<file path="config.mk">
export PLATFORM = sky130hd
export DESIGN_NAME = transport_receive_flat
export DESIGN_NICKNAME = d
export VERILOG_FILES = /design/src/rtl/transport_receive_if.sv /design/src/rtl/transport_receive.sv /design/src/flat_wrapper.sv
export SDC_FILE = /design/constraint.sdc
export NUM_CORES = 1
export LEC_CHECK = 0
export ABC_AREA = 1
export ABC_CLOCK_PERIOD_IN_PS = 2800
export CAP_MARGIN = 15
export CORE_MARGIN = 5
export CORE_UTILIZATION = 30
export DETAILED_ROUTE_END_ITERATION = 10
export PLACE_DENSITY = 0.55
export SETUP_SLACK_MARGIN = 0.5
export SLEW_MARGIN = 0
export SYNTH_ARGS = -nofsm -noshare
export SYNTH_HDL_FRONTEND = slang
export SYNTH_SLANG_ARGS = --single-unit
export TNS_END_PERCENT = 20
</file>
<file path="constraint.sdc">
create_clock -name clk -period 2.8 [get_ports clk]
set_input_delay 0.42 -clock clk [delete_from_list [all_inputs] [get_ports clk]]
set_output_delay 0.42 -clock clk [all_outputs]
set_load 0.02 [all_outputs]
</file>
<file path="src/rtl/transport_receive_if.sv">
// Byte-stream input and FWFT output bundle of the transport receive stage.
interface transport_receive_if;
    logic        sending;
    logic [7:0]  packetIn;
    logic        outReady;
    logic        outValid;
    logic [1:0]  outCmd;
    logic [15:0] outData;
    logic        frameErr;
    logic        overflow;
    logic [7:0]  errCount;
    logic        busy;

    modport slave (
        input  sending, packetIn, outReady,
        output outValid, outCmd, outData, frameErr, overflow, errCount, busy
    );

    modport master (
        output sending, packetIn, outReady,
        input  outValid, outCmd, outData, frameErr, overflow, errCount, busy
    );
endinterface

</file>
<file path="src/rtl/transport_receive.sv">
// Transport receive stage: frame delineation, header/timeout checks and FWFT queue of {cmd,data}.
// Optional trailing XOR checksum byte is enabled with `define TRANSPORT_CHECKSUM_EN.
module transport_receive #(
    parameter int unsigned FIFO_AW = 3,
    parameter int unsigned TIMEOUT = 15
) (
    input  logic                clk,
    input  logic                reset,
    transport_receive_if.slave  bus
);
    localparam int unsigned DEPTH = 1 << FIFO_AW;
    localparam int unsigned CNT_W = FIFO_AW + 1;
    localparam int unsigned GAP_W = $clog2(TIMEOUT + 1);

    typedef struct packed {
        logic [1:0]  cmd;
        logic [15:0] data;
    } entry_t;

    typedef enum logic [1:0] {S_IDLE, S_HI, S_LO, S_CHK} state_t;

    state_t             state_q, state_d;
    logic [GAP_W-1:0]   gap_q, gap_d;
    logic [1:0]         cmd_q, cmd_d;
    logic [15:0]        data_q, data_d;
    entry_t             mem_q [DEPTH];
    entry_t             mem_d [DEPTH];
    logic [FIFO_AW-1:0] wptr_q, wptr_d, rptr_q, rptr_d;
    logic [CNT_W-1:0]   count_q, count_d;
    entry_t             head_q, head_d;
    logic               valid_q, valid_d;
    logic               ferr_q, ferr_d;
    logic               ovf_q, ovf_d;
    logic [7:0]         errcnt_q, errcnt_d;
    logic               busy_q, busy_d;
    logic               commit, push, pop, full, timeout;
    logic [8:0]         err_sum;
    entry_t             wdata;
`ifdef TRANSPORT_CHECKSUM_EN
    logic [7:0]         xor_q, xor_d;
`endif

    // Frame parser and inter-byte gap supervision
    always_comb begin
        state_d = state_q;
        cmd_d   = cmd_q;
        data_d  = data_q;
        ferr_d  = 1'b0;
        commit  = 1'b0;
`ifdef TRANSPORT_CHECKSUM_EN
        xor_d   = xor_q;
`endif
        timeout = (state_q != S_IDLE) && (gap_q == GAP_W'(TIMEOUT));
        if (timeout) begin
            ferr_d  = 1'b1;
            state_d = S_IDLE;
        end else if (bus.sending) begin
            case (state_q)
                S_IDLE: begin
                    if (bus.packetIn[7:2] == 6'b101000 && bus.packetIn[1:0] != 2'b00) begin
                        cmd_d   = bus.packetIn[1:0];
                        state_d = S_HI;
`ifdef TRANSPORT_CHECKSUM_EN
                        xor_d   = bus.packetIn;
`endif
                    end else begin
                        ferr_d = 1'b1;
                    end
                end
                S_HI: begin
                    data_d[15:8] = bus.packetIn;
                    state_d      = S_LO;
`ifdef TRANSPORT_CHECKSUM_EN
                    xor_d        = xor_q ^ bus.packetIn;
`endif
                end
                S_LO: begin
                    data_d[7:0] = bus.packetIn;
`ifdef TRANSPORT_CHECKSUM_EN
                    xor_d       = xor_q ^ bus.packetIn;
                    state_d     = S_CHK;
`else
                    commit      = 1'b1;
                    state_d     = S_IDLE;
`endif
                end
`ifdef TRANSPORT_CHECKSUM_EN
                S_CHK: begin
                    if (bus.packetIn == xor_q) commit = 1'b1;
                    else                       ferr_d = 1'b1;
                    state_d = S_IDLE;
                end
`endif
                default: state_d = S_IDLE;
            endcase
        end
        gap_d  = (state_d == S_IDLE || bus.sending) ? '0 : GAP_W'(gap_q + 1'b1);
        busy_d = (state_d != S_IDLE);
    end

    // FIFO bookkeeping; a pop frees the slot a same-cycle push needs when full
    always_comb begin
        wdata   = '{cmd: cmd_d, data: data_d};
        pop     = bus.outReady && (count_q != '0);
        full    = (count_q == CNT_W'(DEPTH));
        push    = commit && (!full || pop);
        ovf_d   = commit && !push;
        mem_d   = mem_q;
        wptr_d  = wptr_q;
        rptr_d  = rptr_q;
        count_d = count_q;
        head_d  = head_q;
        if (push) begin
            mem_d[wptr_q] = wdata;
            wptr_d        = FIFO_AW'(wptr_q + 1'b1);
        end
        if (pop) rptr_d = FIFO_AW'(rptr_q + 1'b1);
        case ({push, pop})
            2'b10:   count_d = CNT_W'(count_q + 1'b1);
            2'b01:   count_d = CNT_W'(count_q - 1'b1);
            default: count_d = count_q;
        endcase
        if (pop) begin
            if (count_q > CNT_W'(1)) head_d = mem_q[FIFO_AW'(rptr_q + 1'b1)];
            else if (push)           head_d = wdata;
        end else if (push && count_q == '0) begin
            head_d = wdata;
        end
        valid_d  = (count_d != '0);
        err_sum  = 9'(errcnt_q) + 9'(ferr_d) + 9'(ovf_d);
        errcnt_d = (err_sum > 9'd255) ? 8'hFF : err_sum[7:0];
    end

    always_ff @(posedge clk or negedge reset) begin
        if (!reset) begin
            state_q  <= S_IDLE;
            gap_q    <= '0;
            cmd_q    <= '0;
            data_q   <= '0;
            for (int i = 0; i < int'(DEPTH); i++) mem_q[i] <= '0;
            wptr_q   <= '0;
            rptr_q   <= '0;
            count_q  <= '0;
            head_q   <= '0;
            valid_q  <= 1'b0;
            ferr_q   <= 1'b0;
            ovf_q    <= 1'b0;
            errcnt_q <= '0;
            busy_q   <= 1'b0;
`ifdef TRANSPORT_CHECKSUM_EN
            xor_q    <= '0;
`endif
        end else begin
            state_q  <= state_d;
            gap_q    <= gap_d;
            cmd_q    <= cmd_d;
            data_q   <= data_d;
            mem_q    <= mem_d;
            wptr_q   <= wptr_d;
            rptr_q   <= rptr_d;
            count_q  <= count_d;
            head_q   <= head_d;
            valid_q  <= valid_d;
            ferr_q   <= ferr_d;
            ovf_q    <= ovf_d;
            errcnt_q <= errcnt_d;
            busy_q   <= busy_d;
`ifdef TRANSPORT_CHECKSUM_EN
            xor_q    <= xor_d;
`endif
        end
    end

    assign bus.outValid = valid_q;
    assign bus.outCmd   = head_q.cmd;
    assign bus.outData  = head_q.data;
    assign bus.frameErr = ferr_q;
    assign bus.overflow = ovf_q;
    assign bus.errCount = errcnt_q;
    assign bus.busy     = busy_q;
endmodule

</file>
<file path="src/flat_wrapper.sv">
// flat-port wrapper written by rule: the top's interface ports become plain ports
module transport_receive_flat 
#(
    parameter int unsigned FIFO_AW = 3,
    parameter int unsigned TIMEOUT = 15
)
  (clk, reset, bus_sending, bus_packetIn, bus_outReady, bus_outValid, bus_outCmd, bus_outData, bus_frameErr, bus_overflow, bus_errCount, bus_busy);
  transport_receive_if bus_i ();
  input  logic clk;
  input  logic reset;
  input wire logic [$bits(bus_i.sending)-1:0] bus_sending;
  input wire logic [$bits(bus_i.packetIn)-1:0] bus_packetIn;
  input wire logic [$bits(bus_i.outReady)-1:0] bus_outReady;
  output wire logic [$bits(bus_i.outValid)-1:0] bus_outValid;
  output wire logic [$bits(bus_i.outCmd)-1:0] bus_outCmd;
  output wire logic [$bits(bus_i.outData)-1:0] bus_outData;
  output wire logic [$bits(bus_i.frameErr)-1:0] bus_frameErr;
  output wire logic [$bits(bus_i.overflow)-1:0] bus_overflow;
  output wire logic [$bits(bus_i.errCount)-1:0] bus_errCount;
  output wire logic [$bits(bus_i.busy)-1:0] bus_busy;
  assign bus_i.sending = bus_sending;
  assign bus_i.packetIn = bus_packetIn;
  assign bus_i.outReady = bus_outReady;
  assign bus_outValid = bus_i.outValid;
  assign bus_outCmd = bus_i.outCmd;
  assign bus_outData = bus_i.outData;
  assign bus_frameErr = bus_i.frameErr;
  assign bus_overflow = bus_i.overflow;
  assign bus_errCount = bus_i.errCount;
  assign bus_busy = bus_i.busy;
  transport_receive #(.FIFO_AW(FIFO_AW), .TIMEOUT(TIMEOUT)) u_core (.clk(clk), .reset(reset), .bus(bus_i));
endmodule
</file>
==> Word-level counts from Yosys, hierarchy flattened <==
Index checks and enable logic that the tools add are counted.
{ "classes": {"addsub": 7, "order_cmp": 5, "n_eq_ne": 8, "n_mux": 32, "bitwise_logic": 2, "n_reduce_logical": 21} }
{ "ops": {"columns": ["op", "count"], "rows": [
  ["$bwmux W144", 1],
  ["$mux W18", 7],
  ["$bmux W18 S3", 1],
  ["$demux W18 S3", 1],
  ["$mux W16", 2],
  ["$mux W8", 3],
  ["$mux W2", 7],
  ["$add A8 B1 Y9", 1],
  ["$add A9 B1 Y9", 1],
  ["$gt A9 B8 Y1 const B", 1],
  ["$add A4 B1 Y4 const B", 2],
  ["$eq A4 B4 Y1 const B", 2],
  ["$ge A4 B4 Y1 const B", 2],
  ["$not A3 Y4", 2],
  ["$pmux W4 S2", 1],
  ["$reduce_bool A2 Y1", 4],
  ["$reduce_bool A4 Y1", 2],
  ["$logic_and A1 B1 Y1", 7],
  ["$mux W1", 7],
  ["$add A3 B1 Y3 const B", 2],
  ["$eq A6 B6 Y1 const B", 1],
  ["$eq A2 B1 Y1 const B", 2],
  ["$eq A2 B2 Y1 const B", 2],
  ["$gt A4 B1 Y1 const B", 1],
  ["other kinds (10)", 13]
]} }
{ "totals": {"ff_bits": 208, "inputBits": 12, "elab_cells": 105} }

==> Longest topological paths before layout <==
{ "depth": {"depth_word": 10, "ltp_mapped": 18} }

==> Least setup slack after synthesis <==
No wires, ideal clock.
{ "synth_path": {"path_type": "flip-flop to flip-flop", "start": "register u_core.gap_q[0]", "end": "register u_core.errcnt_q[2] (netlist: u_core.bus.errCount[2])", "arrival_ps": 2645, "required_ps": 2717, "path_slack_ps": 73, "path_stages_with_launch": 18, "n_path_buf": 1, "period_less_slack_ps": 2727, "path_cell_list": "dfrtp_1 -> ha_1 -> nand2_1 -> inv_1 -> nand2_1 -> buf_2 -> nand2_1 -> nor2_1 -> inv_1 -> fa_1 -> inv_1 -> ha_1 -> nand2_1 -> nor2_1 -> inv_1 -> nor2_1 -> nand4_1 -> o21ai_0"} }
{ "synth_between": {"elab_chain_cells": 9, "elab_cells_between_ends": 11, "classes_between": "add/sub: 2; order compare: 1; eq/ne: 1; mux: 3; reduce/logical: 4"} }
{ "synth_rtl": {"columns": ["element", "line", "source"], "rows": [
  ["start: declaration", "transport_receive.sv:23", "logic [GAP_W-1:0] gap_q, gap_d;"],
  ["start signal: assignment", "transport_receive.sv:155", "gap_q <= gap_d;"],
  ["$eq A4 B4 Y1 (*)", "transport_receive.sv:53", "timeout = (state_q != S_IDLE) && (gap_q == GAP_W'(TIMEOUT));"],
  ["$logic_and A1 B1 Y1 (*)", "transport_receive.sv:53", null],
  ["$mux W1 (*)", "transport_receive.sv:54", "if (timeout) begin"],
  ["$logic_and A1 B1 Y1", "transport_receive.sv:106", "push = commit && (!full || pop);"],
  ["$logic_not A1 Y1", "transport_receive.sv:107", "ovf_d = commit && !push;"],
  ["$logic_and A1 B1 Y1 (*)", "transport_receive.sv:107", null],
  ["named net u_core.ovf_d", "transport_receive.sv:33", "logic ovf_q, ovf_d;"],
  ["$add A9 B1 Y9 (*)", "transport_receive.sv:130", "err_sum = 9'(errcnt_q) + 9'(ferr_d) + 9'(ovf_d);"],
  ["$gt A9 B8 Y1", "transport_receive.sv:131", "errcnt_d = (err_sum > 9'd255) ? 8'hFF : err_sum[7:0];"],
  ["$mux W8 (*)", "transport_receive.sv:131", null],
  ["named net u_core.errcnt_d[2]", "transport_receive.sv:34", "logic [7:0] errcnt_q, errcnt_d;"],
  ["end signal: assignment", "transport_receive.sv:166", "errcnt_q <= errcnt_d;"],
  ["end: declaration", "transport_receive.sv:34", null]
]} }
Mark *: on every way through the listed nets, which the timed path passes. The rest lies on a longest branch.
A chain may end at the register's enable or synchronous reset.

==> Final worst setup path <==
{ "layout_path": {"start": "register u_core.gap_q[0]", "end": "register u_core.errcnt_q[5] (netlist: u_core.bus.errCount[5])"} }
Same word-level chain as after synthesis.

==> results.json <==
{
  "cts_tree": "done",
  "die_height_um": 190,
  "drt_iter0_drc": 637,
  "status": "complete, no violations",
  "clkPwrFrac": 0.283,
  "portBuffers": 41,
  "dp_hpwl_um": 18500,
  "yosysWarningCount": 0,
  "cts-buffers-inserted": 24,
  "syn_area_per_cell_sq_um": 7.71,
  "grt_max_degree": 73,
  "die_w_um": 190,
  "fp-row-count": 66,
  "synth-edff-count": 0,
  "p_int_mw": 6.47,
  "vias": 8305,
  "ioPinCount": 42,
  "seqCellArea_sq_mm": 0.00521,
  "max_cap_violations": 0,
  "cts_sinks": 208,
  "ctsLongestPathBuffers": 3,
  "gr-usage-all-layers": 0.154,
  "clock.fmax_mhz": 433,
  "path_clk_slew_ns": 0.06,
  "leakage_nw": 6.13,
  "syn_area_sq_mm": 0.00976,
  "fin_nets": 1356,
  "synth_top_area_frac": 0.533,
  "avgViaCountPerCell": 4.64,
  "clk_latency_ns": 0.52,
  "syn-num-nets": 1289,
  "swShare": 0.395,
  "async_flop_share": 1.00,
  "relSlewSlack": 0.422,
  "dominantRegCellSynth": "dfrtp_1",
  "ir_worst_vdd_uv": 431,
  "critical_path_class": "register to register",
  "yosys.area.top_type": "dfrtp_1",
  "critical_path_peak_fanout": 3,
  "drcViolationCount": 0,
  "fin_crit_ns": 2.31,
  "finalSetupViolCount": 0,
  "overflow": 0,
  "ctsRootBufferMaster": "clkbuf_16",
  "hp-class": "primary input to asynchronous set/reset pin",
  "endpoint_kind": "register",
  "clock_skew_ns": 0.00973,
  "pwr-share-seq": 0.327,
  "power.switching_mw": 4.23,
  "combPwrFrac": 0.389,
  "p_per_area_mw_per_mm2": 908,
  "arrival_ns": 2.76,
  "antenna_cells": 0,
  "multi_input_area_sq_mm": 0.00419,
  "h-tree-depth": 1,
  "wirelength_um": 27700,
  "syn2layout_area_growth_pct": 20.8,
  "layout_common_cells": "nand2_1 (648), dfrtp_1 (206), nand3_1 (191)",
  "rsz0062_at_grt": "true",
  "ys_top_cells_by_area": "dfrtp_1 (53%), nand2_1 (25%), nand3_1 (9.8%)",
  "antenna_left": 0,
  "start_util": 0.302,
  "grt_pass1_vias": 8174,
  "final_common_cell": "nand2_1",
  "drt-wirelength-per-cell_um": 15.5,
  "synthCells": 1266,
  "crit_required_ns": 3.26,
  "synth_seq_area_share": 0.533,
  "tightest_slew_ns": 0.866,
  "fin_crit_sh": 0.824,
  "layout-drive-gt1-share": 0.108,
  "antenna_found_initial": 0,
  "synth-seq-cells": 208,
  "core_sq_mm": 0.0323,
  "slew_viol_final": 0,
  "final-hold-violation-count": 0,
  "hold_ws_ns": 0.456,
  "die-area_sq_mm": 0.0362,
  "netlist-cell-type-count": 29,
  "start_kind": "register",
  "power.total_mw": 10.7,
  "reg2reg_slack_ns": 0.49,
  "first_pass_iters": 5,
  "place.gp.congestion": 0.811,
  "fill_cells": 3347,
  "grt_pass1_wl_um": 45700
}
-- path summary, 6_finish.rpt --
| kind | start | endpoint | depth (start not counted) |
|---|---|---|---|
| max reg2reg | u_core.gap_q[0] | u_core.bus.errCount[5] | 17 |
| min reg2reg | u_core.mem_q[63] | u_core.mem_q[63] | 2 |
| max | u_core.gap_q[0] | u_core.bus.errCount[5] | 17 |
| min in group clk | u_core.mem_q[63] | u_core.mem_q[63] | 2 |
| min | reset | u_core.bus.outData[2] | 2 |
| max in group asynchronous | reset | u_core.mem_q[111] | 3 |
-- power groups by stage --
stage | Combinational, mW | Clock [mW] | Sequential, mW
finish | 4.17 | 3.03 | 3.50
global route | 4.61 | 3.23 | 3.54
CTS | 4.16 | 3.10 | 3.50
detailed placement | 4.08 | 0 | 3.56
global placement | 4.05 | 0 | 3.56
floorplan | 2.30 | 0 | 3.70
-- cell families after synthesis --
group | synth area share
flip-flops | 0.533
AO/OA/AOI/OAI | 0.0223
AND/OR/NAND/NOR | 0.375
adder cells (fa/ha/maj) | 0.0149
buffers and inverters | 0.0468
XOR/XNOR | 0.00718
-- final cells by class --
| type | instances | share of cell area |
|---|---|---|
| Inverter | 54 | 0.0174 |
| Tap cell | 442 | 0.0469 |
| Sequential cell | 208 | 0.442 |
| Clock buffer | 37 | 0.0628 |
| Timing Repair Buffer | 96 | 0.0742 |
| Multi-Input combinational cell | 949 | 0.355 |
| Clock inverter | 4 | 0.00191 |
-- cells in the mapped netlist (2+ instances only) --
cell,count
o21ai_1,7
buf_4,8
dfrtp_1,208
xor2_1,7
nand4_1,3
o21ai_0,25
o211ai_1,2
nand3_1,192
buf_1,9
inv_1,42
nand2_1,653
a21oi_1,4
inv_2,12
nand2_2,10
ha_1,10
buf_2,14
nor2_1,25
clkbuf_1,24
-- worst max-delay path, cell delays in order (launching register included) --
cell     delay [ns]
dfrtp_1        0.39
ha_2           0.20
nand2_2        0.06
inv_2          0.05
nand2_4        0.07
nand2_4        0.06
nor2_4         0.12
inv_2          0.05
fa_2           0.34
inv_2          0.08
ha_4           0.13
nand2_2        0.06
nor2_2         0.09
inv_2          0.05
nor2_4         0.11
nand4_1        0.14
buf_4          0.19
nand2_1        0.06
-- layer usage --
metal	wire length, um	global-route usage	vias up	part of all wire
met2	12700	0.241	181	0.46
met3	1320	0.0242	44	0.048
met5	0	0	-	0
met1	13100	0.223	3975	0.47
li1	-	-	4105	-
met4	607	0.0401	0	0.022
-- metrics by stage --
step	std cells	TNS (ns)	worst slack [ns]	instance area, sq um	util
2_1_floorplan	1266	0	0.353	9800	-
3_3_place_gp	1736	-0.405	-0.0695	10900	0.337
3_5_place_dp	1736	-0.399	-0.0657	10900	0.337
4_1_cts	1785	0	0.485	11700	0.363
5_1_grt	1790	0	0.314	11800	0.365
6_report	1790	0	0.491	11800	0.365
-- timing repair --
item | CTS | global route
hold buffers | 1 | 0
gates cloned | 0 | 0
setup buffers | 7 | 5
resized for setup | 8 | 11
endpoints found under the setup margin | 9 | 13
pin swaps | 2 | 6
endpoints found under the hold margin | 60 | 0
-- sequential cells by signal (all words and copies together) (netlist names) --
signal               cells
u_core.mem_q           144
u_core.bus.outData      16
u_core.data_q           16
u_core.bus.errCount      8
u_core.count_q           4
u_core.gap_q             4
u_core.rptr_q            3
u_core.wptr_q            3
u_core.bus.outCmd        2
u_core.cmd_q             2
u_core.state_q           2
u_core.bus.busy          1
u_core.bus.frameErr      1
u_core.bus.outValid      1
u_core.bus.overflow      1
(Power assumes the default switching activity.)
